[src/rtl/uart_rx_if.sv]
// Receive-side handshake bundle: holding-register data, valid/ready and error pulses.
// The parity_err pulse exists only when UART_RX_PARITY_EN is defined.
interface uart_rx_if #(
  parameter int DATA_BITS = 8
);
  logic [DATA_BITS-1:0] rx_data;
  logic                 rx_valid;
  logic                 rx_ready;
  logic                 frame_err;
  logic                 overrun;
`ifdef UART_RX_PARITY_EN
  logic                 parity_err;
`endif

  modport master (
    input  rx_ready,
    output rx_data, rx_valid, frame_err, overrun
`ifdef UART_RX_PARITY_EN
    , parity_err
`endif
  );

  modport slave (
    output rx_ready,
    input  rx_data, rx_valid, frame_err, overrun
`ifdef UART_RX_PARITY_EN
    , parity_err
`endif
  );
endinterface

[src/rtl/uart_rx.sv]
// UART receiver (start, LSB-first data, optional even parity via UART_RX_PARITY_EN, stop); word valid 1 clk
// after the stop-bit centre sample; a word completing while the holding register is full is dropped with overrun.
module uart_rx #(
  parameter int DATA_BITS  = 8,
  parameter int BAUD       = 9600,
  parameter int SYS_CLK    = 12000000,
  parameter int OVERSAMPLE = 16
) (
  input  logic         clk,
  input  logic         rst,
  input  logic         enable,
  input  logic         rx_wire,
  uart_rx_if.master    bus
);

  localparam int DIV_RAW = SYS_CLK / (BAUD * OVERSAMPLE);
  localparam int DIV     = (DIV_RAW < 1) ? 1 : DIV_RAW;
  localparam int DW      = (DIV > 1) ? $clog2(DIV) : 1;
  localparam int SW      = $clog2(OVERSAMPLE);

  typedef enum logic [2:0] {
    IDLE,
    START,
    DATA,
`ifdef UART_RX_PARITY_EN
    PARITY,
`endif
    STOP,
    BREAK
  } state_t;

  state_t               state;
  logic                 rx_meta;
  logic                 rxs;
  logic                 rxs_d;
  logic [DW-1:0]        div_cnt;
  logic [SW-1:0]        samp_cnt;
  logic [3:0]           bit_cnt;
  logic [DATA_BITS-1:0] shift;
`ifdef UART_RX_PARITY_EN
  logic                 par_acc;
  logic                 par_bad;
`endif

  logic tick;
  logic half_pt;
  logic full_pt;

  assign tick    = (div_cnt == DW'(DIV - 1));
  assign half_pt = tick && (samp_cnt == SW'(OVERSAMPLE / 2 - 1));
  assign full_pt = tick && (samp_cnt == SW'(OVERSAMPLE - 1));

  always_ff @(posedge clk) begin
    if (rst) begin
      state        <= IDLE;
      rx_meta      <= 1'b1;
      rxs          <= 1'b1;
      rxs_d        <= 1'b1;
      div_cnt      <= '0;
      samp_cnt     <= '0;
      bit_cnt      <= '0;
      shift        <= '0;
      bus.rx_data  <= '0;
      bus.rx_valid <= 1'b0;
      bus.frame_err <= 1'b0;
      bus.overrun  <= 1'b0;
`ifdef UART_RX_PARITY_EN
      par_acc      <= 1'b0;
      par_bad      <= 1'b0;
      bus.parity_err <= 1'b0;
`endif
    end else begin
      rx_meta       <= rx_wire;
      rxs           <= rx_meta;
      rxs_d         <= rxs;
      bus.frame_err <= 1'b0;
      bus.overrun   <= 1'b0;
`ifdef UART_RX_PARITY_EN
      bus.parity_err <= 1'b0;
`endif
      div_cnt <= tick ? '0 : div_cnt + 1'b1;
      if (tick) samp_cnt <= samp_cnt + 1'b1;

      if (bus.rx_valid && bus.rx_ready) bus.rx_valid <= 1'b0;

      if (!enable) begin
        state <= IDLE;
      end else begin
        case (state)
          IDLE: begin
            // Restart the divider on the edge so every sample lands mid-bit.
            if (rxs_d && !rxs) begin
              state    <= START;
              div_cnt  <= '0;
              samp_cnt <= '0;
            end
          end
          START: begin
            if (half_pt) begin
              samp_cnt <= '0;
              bit_cnt  <= '0;
              state    <= rxs ? IDLE : DATA;
`ifdef UART_RX_PARITY_EN
              par_acc  <= 1'b0;
`endif
            end
          end
          DATA: begin
            if (full_pt) begin
              samp_cnt <= '0;
              shift    <= {rxs, shift[DATA_BITS-1:1]};
              bit_cnt  <= bit_cnt + 1'b1;
`ifdef UART_RX_PARITY_EN
              par_acc  <= par_acc ^ rxs;
              if (bit_cnt == 4'(DATA_BITS - 1)) state <= PARITY;
`else
              if (bit_cnt == 4'(DATA_BITS - 1)) state <= STOP;
`endif
            end
          end
`ifdef UART_RX_PARITY_EN
          PARITY: begin
            if (full_pt) begin
              samp_cnt <= '0;
              par_bad  <= par_acc ^ rxs;
              state    <= STOP;
            end
          end
`endif
          STOP: begin
            if (full_pt) begin
              samp_cnt <= '0;
              if (!rxs) begin
                bus.frame_err <= 1'b1;
                state         <= BREAK;
              end else begin
                state <= IDLE;
`ifdef UART_RX_PARITY_EN
                if (par_bad) begin
                  bus.parity_err <= 1'b1;
                end else
`endif
                if (!bus.rx_valid || bus.rx_ready) begin
                  bus.rx_data  <= shift;
                  bus.rx_valid <= 1'b1;
                end else begin
                  bus.overrun <= 1'b1;
                end
              end
            end
          end
          BREAK: begin
            if (rxs) state <= IDLE;
          end
          default: state <= IDLE;
        endcase
      end
    end
  end

endmodule

[src/flat_wrapper.sv]
// flat-port wrapper written by rule: the top's interface ports become plain ports
module uart_rx_flat 
#(
  parameter int DATA_BITS  = 8,
  parameter int BAUD       = 9600,
  parameter int SYS_CLK    = 12000000,
  parameter int OVERSAMPLE = 16
)
  (clk, rst, enable, rx_wire, bus_rx_ready, bus_rx_data, bus_rx_valid, bus_frame_err, bus_overrun);
  uart_rx_if #(.DATA_BITS(DATA_BITS)) bus_i ();
  input  logic clk;
  input  logic rst;
  input  logic enable;
  input  logic rx_wire;
  input wire logic [$bits(bus_i.rx_ready)-1:0] bus_rx_ready;
  output wire logic [$bits(bus_i.rx_data)-1:0] bus_rx_data;
  output wire logic [$bits(bus_i.rx_valid)-1:0] bus_rx_valid;
  output wire logic [$bits(bus_i.frame_err)-1:0] bus_frame_err;
  output wire logic [$bits(bus_i.overrun)-1:0] bus_overrun;
  assign bus_i.rx_ready = bus_rx_ready;
  assign bus_rx_data = bus_i.rx_data;
  assign bus_rx_valid = bus_i.rx_valid;
  assign bus_frame_err = bus_i.frame_err;
  assign bus_overrun = bus_i.overrun;
  uart_rx #(.DATA_BITS(DATA_BITS), .BAUD(BAUD), .SYS_CLK(SYS_CLK), .OVERSAMPLE(OVERSAMPLE)) u_core (.clk(clk), .rst(rst), .enable(enable), .rx_wire(rx_wire), .bus(bus_i));
endmodule
[config.mk]
export PLATFORM = sky130hd
export DESIGN_NAME = uart_rx_flat
export DESIGN_NICKNAME = d
export VERILOG_FILES = /design/src/rtl/uart_rx_if.sv /design/src/rtl/uart_rx.sv /design/src/flat_wrapper.sv
export SDC_FILE = /design/constraint.sdc
export NUM_CORES = 1
export LEC_CHECK = 0
export ABC_CLOCK_PERIOD_IN_PS = 4640
export CORE_UTILIZATION = 55
export DETAILED_ROUTE_END_ITERATION = 10
export PLACE_DENSITY = 0.76
export SYNTH_ARGS = -nofsm -noshare
export SYNTH_HDL_FRONTEND = slang
export SYNTH_SLANG_ARGS = --single-unit
[constraint.sdc]
create_clock -name clk -period 4.64 [get_ports clk]
set_clock_uncertainty 0.15 [all_clocks]
set_input_delay 0.928 -clock clk [delete_from_list [all_inputs] [get_ports clk]]
set_output_delay 0.928 -clock clk [all_outputs]
set_load 0.005 [all_outputs]
==> results of run 1 <==
## logic make-up after synthesis
logic type      after synthesis
simple gates                 79
flops                        40
compound gates               35
buf+inv                      13
xor+xnor                      8
mux                           8
fa+ha+maj                     5
## power groups by stage
stage	combinational (W)	clock [W]	sequential [W]
floorplan	0.0000136	0	0.000357
global placement	0.0000186	0	0.000358
detailed placement	0.0000193	0	0.000358
CTS	0.0000194	0.000249	0.000350
global route	0.0000221	0.000262	0.000351
finish	0.0000196	0.000243	0.000350
## cell usage after synthesis (all sizes together), types with 2 or more instances
| cell | instances | area share |
|---|---|---|
| xor2 | 4 | 0.020 |
| nand4 | 3 | 0.011 |
| clkbuf | 9 | 0.019 |
| nor4b | 2 | 0.010 |
| mux2i | 8 | 0.046 |
| nand2b | 2 | 0.0072 |
| nor3 | 2 | 0.0057 |
| or2 | 3 | 0.011 |
| dfxtp | 40 | 0.46 |
| nor4 | 3 | 0.019 |
| nand3 | 15 | 0.043 |
| nand3b | 2 | 0.0086 |
| o21ai | 12 | 0.034 |
| and4 | 3 | 0.015 |
| nor2 | 19 | 0.041 |
| and3 | 3 | 0.011 |
| nand2 | 10 | 0.021 |
| and2 | 2 | 0.0072 |
| xnor2 | 4 | 0.020 |
| a211oi | 4 | 0.017 |
| inv | 3 | 0.0064 |
| ha | 5 | 0.036 |
| a21oi | 9 | 0.026 |
## worst register-to-register path, stage by stage (launching register included)
cell     delay [ps]
dfxtp_1         530
or3b_4          460
nor4_4          590
mux2i_1         300
nor2_1           50
## layout make-up
| class | instances | area, um2 | share of cell area |
|---|---|---|---|
| Multi-Input combinational cell | 135 | 891 | 0.446 |
| Sequential cell | 40 | 801 | 0.401 |
| Timing Repair Buffer | 15 | 150 | 0.0751 |
| Tap cell | 44 | 55.1 | 0.0276 |
| Clock buffer | 6 | 51.3 | 0.0257 |
| Clock inverter | 2 | 38.8 | 0.0194 |
| Inverter | 3 | 11.3 | 0.00564 |
## per-stage QoR
step           hold WS (ps)   util  cells  setup WS (ps)
2_1_floorplan           239      -    188           2480
3_3_place_gp            244  0.630    237           1550
3_5_place_dp            249  0.630    237           1410
4_1_cts                 281  0.660    245           1780
5_1_grt                 301  0.660    245           1530
6_report                278  0.660    245           1730
## sequential cells by signal, summed over array words and instances, names as in the netlist
signal / count
u_core.bus.overrun: 1
u_core.samp_cnt: 4
u_core.rx_meta: 1
u_core.rxs: 1
u_core.bus.rx_data: 8
u_core.bus.frame_err: 1
u_core.bus.rx_valid: 1
u_core.shift: 8
u_core.div_cnt: 7
u_core.bit_cnt: 4
u_core.rxs_d: 1
u_core.state: 3
## metal layers
layer,global-route usage,share of wire
met5,0,0
met4,0.112,0.021
met3,0.0593,0.048
met2,0.338,0.44
met1,0.295,0.49
## how the worst max path moves through the flow
stage	end	slack [ps]	depth (start not counted)
CTS	u_core.bit_cnt[0]	1780	5
finish	u_core.bit_cnt[0]	1730	5
global placement	u_core.bit_cnt[0]	1550	5
detailed placement	u_core.bit_cnt[0]	1410	5
global route	u_core.bit_cnt[0]	1530	5
floorplan	u_core.bit_cnt[2]	2480	5
==> flow_summary_export.csv, run 1 <==
group,metric,value,unit
synthesis,ys_seq_area_frac,0.458,
power_and_ir_drop,powerDensity,307,nW/um2
clock_tree,cts.repair.resized,0,
power_and_ir_drop,power_frac_comb,0.032,
sta,fin_crit,2910,ps
setup_path,reg2reg_depth,4,
synthesis,synth_top_family_by_area,"simple AND/OR/NAND/NOR gates",
global_routing,grt_util_all_layers,0.223,
die,die_y,58.4,um
sta,fin_crit_sh,0.627,
power_and_ir_drop,leakage,0.722,nW
clock_tree,cts_tree,"done",
place,dp_hpwl,2450,um
power_and_ir_drop,seqPwrFrac,0.572,
layout,fillers,255,
routing,firstDrtPassIters,4,
clock_tree,root_buffer,"clkbuf_4",
setup_path,path_buf_inv,1,
synthesis,ys_dominant_reg_cell,"dfxtp_1",
die,ios,16,
synthesis,synth_area,1750,um2
die,fp.coreArea,3030,um2
sta,fmax,344,MHz
setup_path,worstReg2RegStart,"u_core.state[1]",
status,status,"finished clean",
routing,viasPerCell,5.71,
routing,dr.first_iter.drc_count,74,
power_and_ir_drop,switching_share,0.210,
synthesis,synth_fa_ha_area_frac,0.0358,
setup_path,path_cells,"clkdlybuf4s50_1 -> nor4b_1 -> nand2_1 -> or2_2 -> o21ai_0",
synthesis,synth_xor_area_frac,0.0401,
min_path,hold_class,"reg2reg",
setup_path,arrival,3030,ps
clock_tree,clockBufferDepth,2,
place,dpl-instance-area,1910,um2
clock_tree,clock_sinks,40,
clock_tree,clk_pin_slew_worst_paths,120,ps
synthesis,synth_simple_gate_area_frac,0.262,
global_routing,antenna_found_initial,0,
synthesis,postSynthCellCount,188,
global_routing,grt_max_degree,28,
power_and_ir_drop,p_int,0.000484,W
setup_path,crit_start,"rst",
routing,wl,3380,um
routing,via_count,1398,
layout,synthToLayoutAreaGrowth,14.3,%
synthesis,ys_types,46,
routing,postRouteAntennaNets,0,
setup_path,worst_setup_path_end_kind,"flip-flop",
synthesis,synth_compound_area_frac,0.126,
power_and_ir_drop,vdd_drop_max,0.241,mV
clock_tree,clk_latency,340,ps
setup_path,crit_fanout,27,
synthesis,synth_nets,198,
layout,fin_nets,210,
setup_path,crit_slowest_cell,"clkdlybuf4s50_1",
min_path,whs_path_depth,1,
layout,mostFrequentLayoutCells,"40 x dfxtp_1, 19 x nor2_1, 15 x nand3_1, 15 x clkdlybuf4s50_1, 12 x o21ai_0",
setup_path,rrSetupSlack,2440,ps
sta,worstMarginPinSlew,889,ps
sta,finalSetupViolations,0,
synthesis,ys_ff_latch,40,
setup_path,critPathKind,"in2reg",
die,rows,20,
die,die_w,58.4,um
layout,final_area,2000,um2
routing,wl_per_cell,13.8,um
global_routing,grt_pass1_vias,1267,
layout,drive_above_1_share,0.0647,
layout,layout_commonest_cell,"dfxtp_1",
routing,drc_errors,0,
synthesis,synth-edff-count,0,
layout,diodes,0,
power_and_ir_drop,clkPwrFrac,0.396,
clock_tree,cts_setup_buffers,0,
power_and_ir_drop,switching_power,0.000129,W
sta,rsz0062_at_grt,"no",
sta,finalSetupTns,0,ps
global_routing,grt_pass1_wl,5710,um
die,dieArea,3410,um2
sta,final_hold_viol_count,0,
die,start_util,0.577,
setup_path,cp_slowest_stage_delay,860,ps
min_path,hold_start,"u_core.rx_meta",
clock_tree,ctsHoldBuffers,0,
global_routing,globalRoute.totalOverflow,0,
synthesis,muxShareOfSynthArea,0.0458,
place,port_buffers,15,
power_and_ir_drop,power.total,0.000613,W
min_path,hold_path_end,"u_core.rxs",
synthesis,avgSynthCellArea,9.30,um2
setup_path,worst_setup_path_start_kind,"input port",
clock_tree,cts_buffers,5,
setup_path,required,4760,ps
synthesis,synthArstFlopShare,0,
setup_path,r2r-end,"u_core.shift[2]",
setup_path,crit_family,"simple AND/OR/NAND/NOR gates",
run,drv_cap,0,
place,routabilityCongestion,0.790,
synthesis,ys_warn_count,0,
sta,drv_slew,0,
sta,slew_headroom,0.405,
clock_tree,h-tree-depth,2,
(Power assumes the default switching activity.)
==> run 2, diff against run 1 <==
- ABC_CLOCK_PERIOD_IN_PS: 4640 -> 2600
- CORE_UTILIZATION: 55 -> 50
- PLACE_DENSITY: 0.76 -> 0.73
- clock period: 4.64 -> 2.6 ns (I/O delays scaled with it)
==> run 2 against run 1 <==
Die area is 9.6% higher. Total power up 62%. Global-route usage is 1.2 points lower. Largest cell class unchanged.
==> flow_summary_export.csv, run 2 (same netlist as run 1, synthesis figures left out) <==
group,metric,value,unit
status,status,"finished clean",
setup_path,critPathKind,"reg2reg",
routing,wl_per_cell,13.7,um
die,die_y,61.1,um
clock_tree,ctsHoldBuffers,0,
routing,firstDrtPassIters,4,
clock_tree,clock_sinks,40,
die,ios,16,
clock_tree,clockBufferDepth,2,
routing,wl,3400,um
min_path,hold_path_end,"u_core.rxs",
clock_tree,cts_setup_buffers,0,
die,fp.coreArea,3340,um2
min_path,hold_class,"reg2reg",
setup_path,r2r-end,"u_core.samp_cnt[1]",
layout,fillers,301,
min_path,whs_path_depth,1,
global_routing,globalRoute.totalOverflow,0,
global_routing,grt_max_degree,26,
clock_tree,clk_latency,350,ps
clock_tree,h-tree-depth,2,
setup_path,crit_start,"u_core.div_cnt[1]",
sta,final_hold_viol_count,0,
setup_path,worstReg2RegStart,"u_core.div_cnt[1]",
setup_path,worst_setup_path_end_kind,"flip-flop",
clock_tree,root_buffer,"clkbuf_4",
routing,postRouteAntennaNets,0,
setup_path,rrSetupSlack,550,ps
min_path,hold_start,"u_core.rx_meta",
sta,worst_hold_slack,273,ps
sta,rsz0062_at_grt,"no",
routing,via_count,1404,
routing,viasPerCell,5.64,
setup_path,arrival,2150,ps
setup_path,required,2700,ps
die,dieArea,3740,um2
die,die_w,61.1,um
layout,top_regs,"u_core.bus.rx_data x8, u_core.shift x8, u_core.div_cnt x7",
setup_path,worst_setup_path_start_kind,"flip-flop",
routing,drc_errors,0,
sta,slew_headroom,0.640,
global_routing,grt_pass1_wl,5790,um
power_and_ir_drop,powerDensity,499,nW/um2
setup_path,reg2reg_depth,6,
layout,drive_above_1_share,0.0739,
clock_tree,cts_tree,"done",
global_routing,grt_util_all_layers,0.211,
global_routing,antenna_found_initial,0,
clock_tree,clk_pin_slew_worst_paths,120,ps
place,port_buffers,15,
layout,regArea,801,um2
sta,worstMarginPinSlew,533,ps
die,rows,21,
setup_path,crit_fanout,6,
run,drv_cap,0,
sta,fmax,487,MHz
sta,drv_slew,0,
place,routabilityCongestion,0.820,
layout,synthToLayoutAreaGrowth,14.0,%
global_routing,grt_pass1_vias,1278,
clock_tree,cts_buffers,5,
layout,multi_input_area,891,um2
sta,fin_crit,2050,ps
layout,layout_commonest_cell,"dfxtp_1",
place,dp_hpwl,2510,um
sta,finalSetupTns,0,ps
sta,finalSetupViolations,0,
power_and_ir_drop,leakage,0.714,nW
routing,dr.first_iter.drc_count,132,
layout,mostFrequentLayoutCells,"40 x dfxtp_1, 19 x nor2_1, 15 x nand3_1, 15 x clkdlybuf4s50_1, 12 x o21ai_0",
sta,fin_crit_sh,0.789,
power_and_ir_drop,power.total,0.000994,W
die,start_util,0.524,
layout,fin_nets,212,
layout,diodes,0,
clock_tree,cts.repair.resized,0,
power_and_ir_drop,vdd_drop_max,0.266,mV
## run 2: metrics by stage
stage | utilization | instances | setup WS (ps) | instance area, um2
floorplan | - | 188 | 697 | 1750
global placement | 0.577 | 241 | 409 | 1930
detailed placement | 0.577 | 241 | 330 | 1930
CTS | 0.597 | 249 | 555 | 1990
global route | 0.597 | 249 | 485 | 1990
finish | 0.597 | 249 | 548 | 1990
## run 2: area by class of cell
cell class | count | share of cell area
Multi-Input combinational cell | 135 | 0.447
Inverter | 3 | 0.00565
Tap cell | 46 | 0.0289
Timing Repair Buffer | 17 | 0.0829
Clock buffer | 6 | 0.0258
Sequential cell | 40 | 0.402
Clock inverter | 2 | 0.00754
## run 2: routing by layer
| layer | part of all wire | global-route usage | up-vias |
|---|---|---|---|
| met1 | 0.47 | 0.274 | 672 |
| met3 | 0.032 | 0.0693 | 4 |
| met5 | 0 | 0 | - |
| met2 | 0.49 | 0.334 | 15 |
| met4 | 0.0091 | 0.0682 | 0 |
| li1 | - | - | 713 |
## run 2: worst max-delay path by stage
stage | endpoint | slack [ps] | cells past startpoint
2_1_floorplan | u_core.shift[0] | 700 | 5
3_3_place_gp | u_core.bit_cnt[3] | 410 | 4
3_5_place_dp | u_core.bit_cnt[3] | 330 | 4
4_1_cts | u_core.samp_cnt[1] | 550 | 6
5_1_grt | u_core.samp_cnt[1] | 490 | 6
6_report | u_core.samp_cnt[1] | 550 | 6
## run 2: report_power, final
group           total, W  internal [W]  switching [W]
Clock           0.000332      0.000131       0.000201
Combinational  0.0000362     0.0000152      0.0000210
Sequential      0.000625      0.000619     0.00000628
Total           0.000994      0.000765       0.000228
## run 2: critical path: stages, from the launching register on
cell	delay (ps)
dfxtp_1	370
inv_1	50
ha_1	190
and4bb_1	280
o211a_1	180
or3_1	450
a221oi_1	290
==> run 3, diff against run 2 <==
- ABC_CLOCK_PERIOD_IN_PS: 2600 -> 1980
- CORE_UTILIZATION: 50 -> 55
- PLACE_DENSITY: 0.73 -> 0.76
- clock period: 2.6 -> 1.98 ns (I/O delays scaled with it)
==> run 3 against run 2 <==
Routed wire length up 9.4%. Combinational power up 60%. Flip-flop and latch count unchanged. Fmax up 8.0%. Via count up 4.3%. Worst setup slack worse by 470 ps.
==> flow_summary_export.csv, run 3 (same netlist as run 1, synthesis figures left out) <==
group,metric,value,unit
status,status,"finished clean",
routing,wl,3720,um
global_routing,grt_util_all_layers,0.242,
power_and_ir_drop,powerDensity,670,nW/um2
power_and_ir_drop,vdd_drop_max,0.578,mV
clock_tree,ctsHoldBuffers,0,
layout,synthToLayoutAreaGrowth,22.1,%
place,dp_hpwl,2750,um
die,fp.coreArea,3030,um2
layout,mostFrequentLayoutCells,"40 x dfxtp_1, 19 x nor2_1, 15 x nand3_1, 15 x clkdlybuf4s50_1, 14 x buf_4",
routing,postRouteAntennaNets,0,
setup_path,critPathKind,"reg2reg",
die,rows,20,
routing,wl_per_cell,14.3,um
routing,firstDrtPassIters,4,
min_path,hold_class,"reg2reg",
layout,diodes,0,
global_routing,antenna_found_initial,0,
place,routabilityCongestion,0.946,
sta,slew_headroom,0.709,
power_and_ir_drop,leakage,0.792,nW
setup_path,arrival,2020,ps
global_routing,globalRoute.totalOverflow,0,
layout,drive_above_1_share,0.144,
sta,drv_slew,0,
global_routing,grt_pass1_vias,1431,
sta,fin_crit_sh,0.960,
routing,drc_errors,0,
clock_tree,clk_pin_slew_worst_paths,120,ps
sta,finalSetupTns,0,ps
die,dieArea,3410,um2
sta,final_hold_viol_count,0,
layout,fillers,252,
routing,dr.first_iter.drc_count,99,
layout,fin_nets,225,
sta,worstMarginPinSlew,425,ps
die,start_util,0.577,
global_routing,grt_max_degree,16,
clock_tree,root_buffer,"clkbuf_4",
die,ios,16,
setup_path,worst_setup_path_start_kind,"flip-flop",
clock_tree,cts_tree,"done",
clock_tree,clk_latency,350,ps
power_and_ir_drop,power.total,0.00143,W
clock_tree,clock_sinks,40,
routing,via_count,1464,
layout,layout_commonest_cell,"dfxtp_1",
layout,top_regs,"u_core.bus.rx_data x8, u_core.shift x8, u_core.div_cnt x7",
sta,rsz0062_at_grt,"no",
clock_tree,clockBufferDepth,2,
place,place_ws,-65.0,ps
global_routing,grt_pass1_wl,6310,um
die,die_y,58.4,um
die,die_w,58.4,um
clock_tree,h-tree-depth,2,
sta,setup_slack,79.3,ps
clock_tree,cts_buffers,5,
clock_tree,cts_setup_buffers,0,
setup_path,required,2100,ps
place,port_buffers,15,
sta,fin_crit,1900,ps
setup_path,worst_setup_path_end_kind,"flip-flop",
run,drv_cap,0,
sta,fmax,526,MHz
setup_path,crit_fanout,5,
routing,viasPerCell,5.63,
sta,finalSetupViolations,0,
[run 3: metrics by stage]
stage                     instances  hold slack (ps)  utilization  area (um2)
after floorplan                 188              239            -        1750
after global placement          252              253        0.671        2030
after detailed placement        252              281        0.671        2030
after CTS                       260              311        0.701        2120
after global routing            260              318        0.705        2130
final                           260              308        0.705        2130
[run 3: worst paths after layout]
path                     start                  to  slack (ps)  cells past startpoint
max          u_core.div_cnt[1]  u_core.samp_cnt[1]          80                      6
min             u_core.rx_meta          u_core.rxs         310                      1
max reg2reg  u_core.div_cnt[1]  u_core.samp_cnt[1]          80                      6
min reg2reg     u_core.rx_meta          u_core.rxs         310                      1
[run 3: layout make-up]
type                            count  area (um2)  share of cell area
Clock inverter                      3        46.3              0.0217
Clock buffer                        5        37.5              0.0176
Timing Repair Buffer               30         275               0.129
Sequential cell                    40         801               0.375
Inverter                            3        11.3             0.00528
Multi-Input combinational cell    135         908               0.426
Tap cell                           44        55.1              0.0258
[run 3: where the power goes]
part	switching (W)	internal [W]	total, W
Sequential	0.00000820	0.000813	0.000821
Combinational	0.0000313	0.0000265	0.0000578
Clock	0.000282	0.000270	0.000551
Total	0.000321	0.00111	0.00143
[run 3: metal layers]
metal / vias up / share of wire / global-route usage / wire length (um)
li1: 733 / - / - / -
met1: 685 / 0.46 / 0.318 / 1710
met2: 37 / 0.48 / 0.373 / 1780
met3: 9 / 0.046 / 0.0505 / 172
met4: 0 / 0.018 / 0.136 / 68
met5: - / 0 / 0 / 0
[run 3: timing repair]
item,CTS,global route
pin swaps,0,0
setup endpoints to repair,1,2
resized for setup,1,2
[run 3: critical path, stage by stage (launching register included)]
cell and delay [ps]:
dfxtp_1 370, inv_1 50, ha_1 190, and4bb_1 230
o211a_1 170, or3_4 410, a221oi_2 260
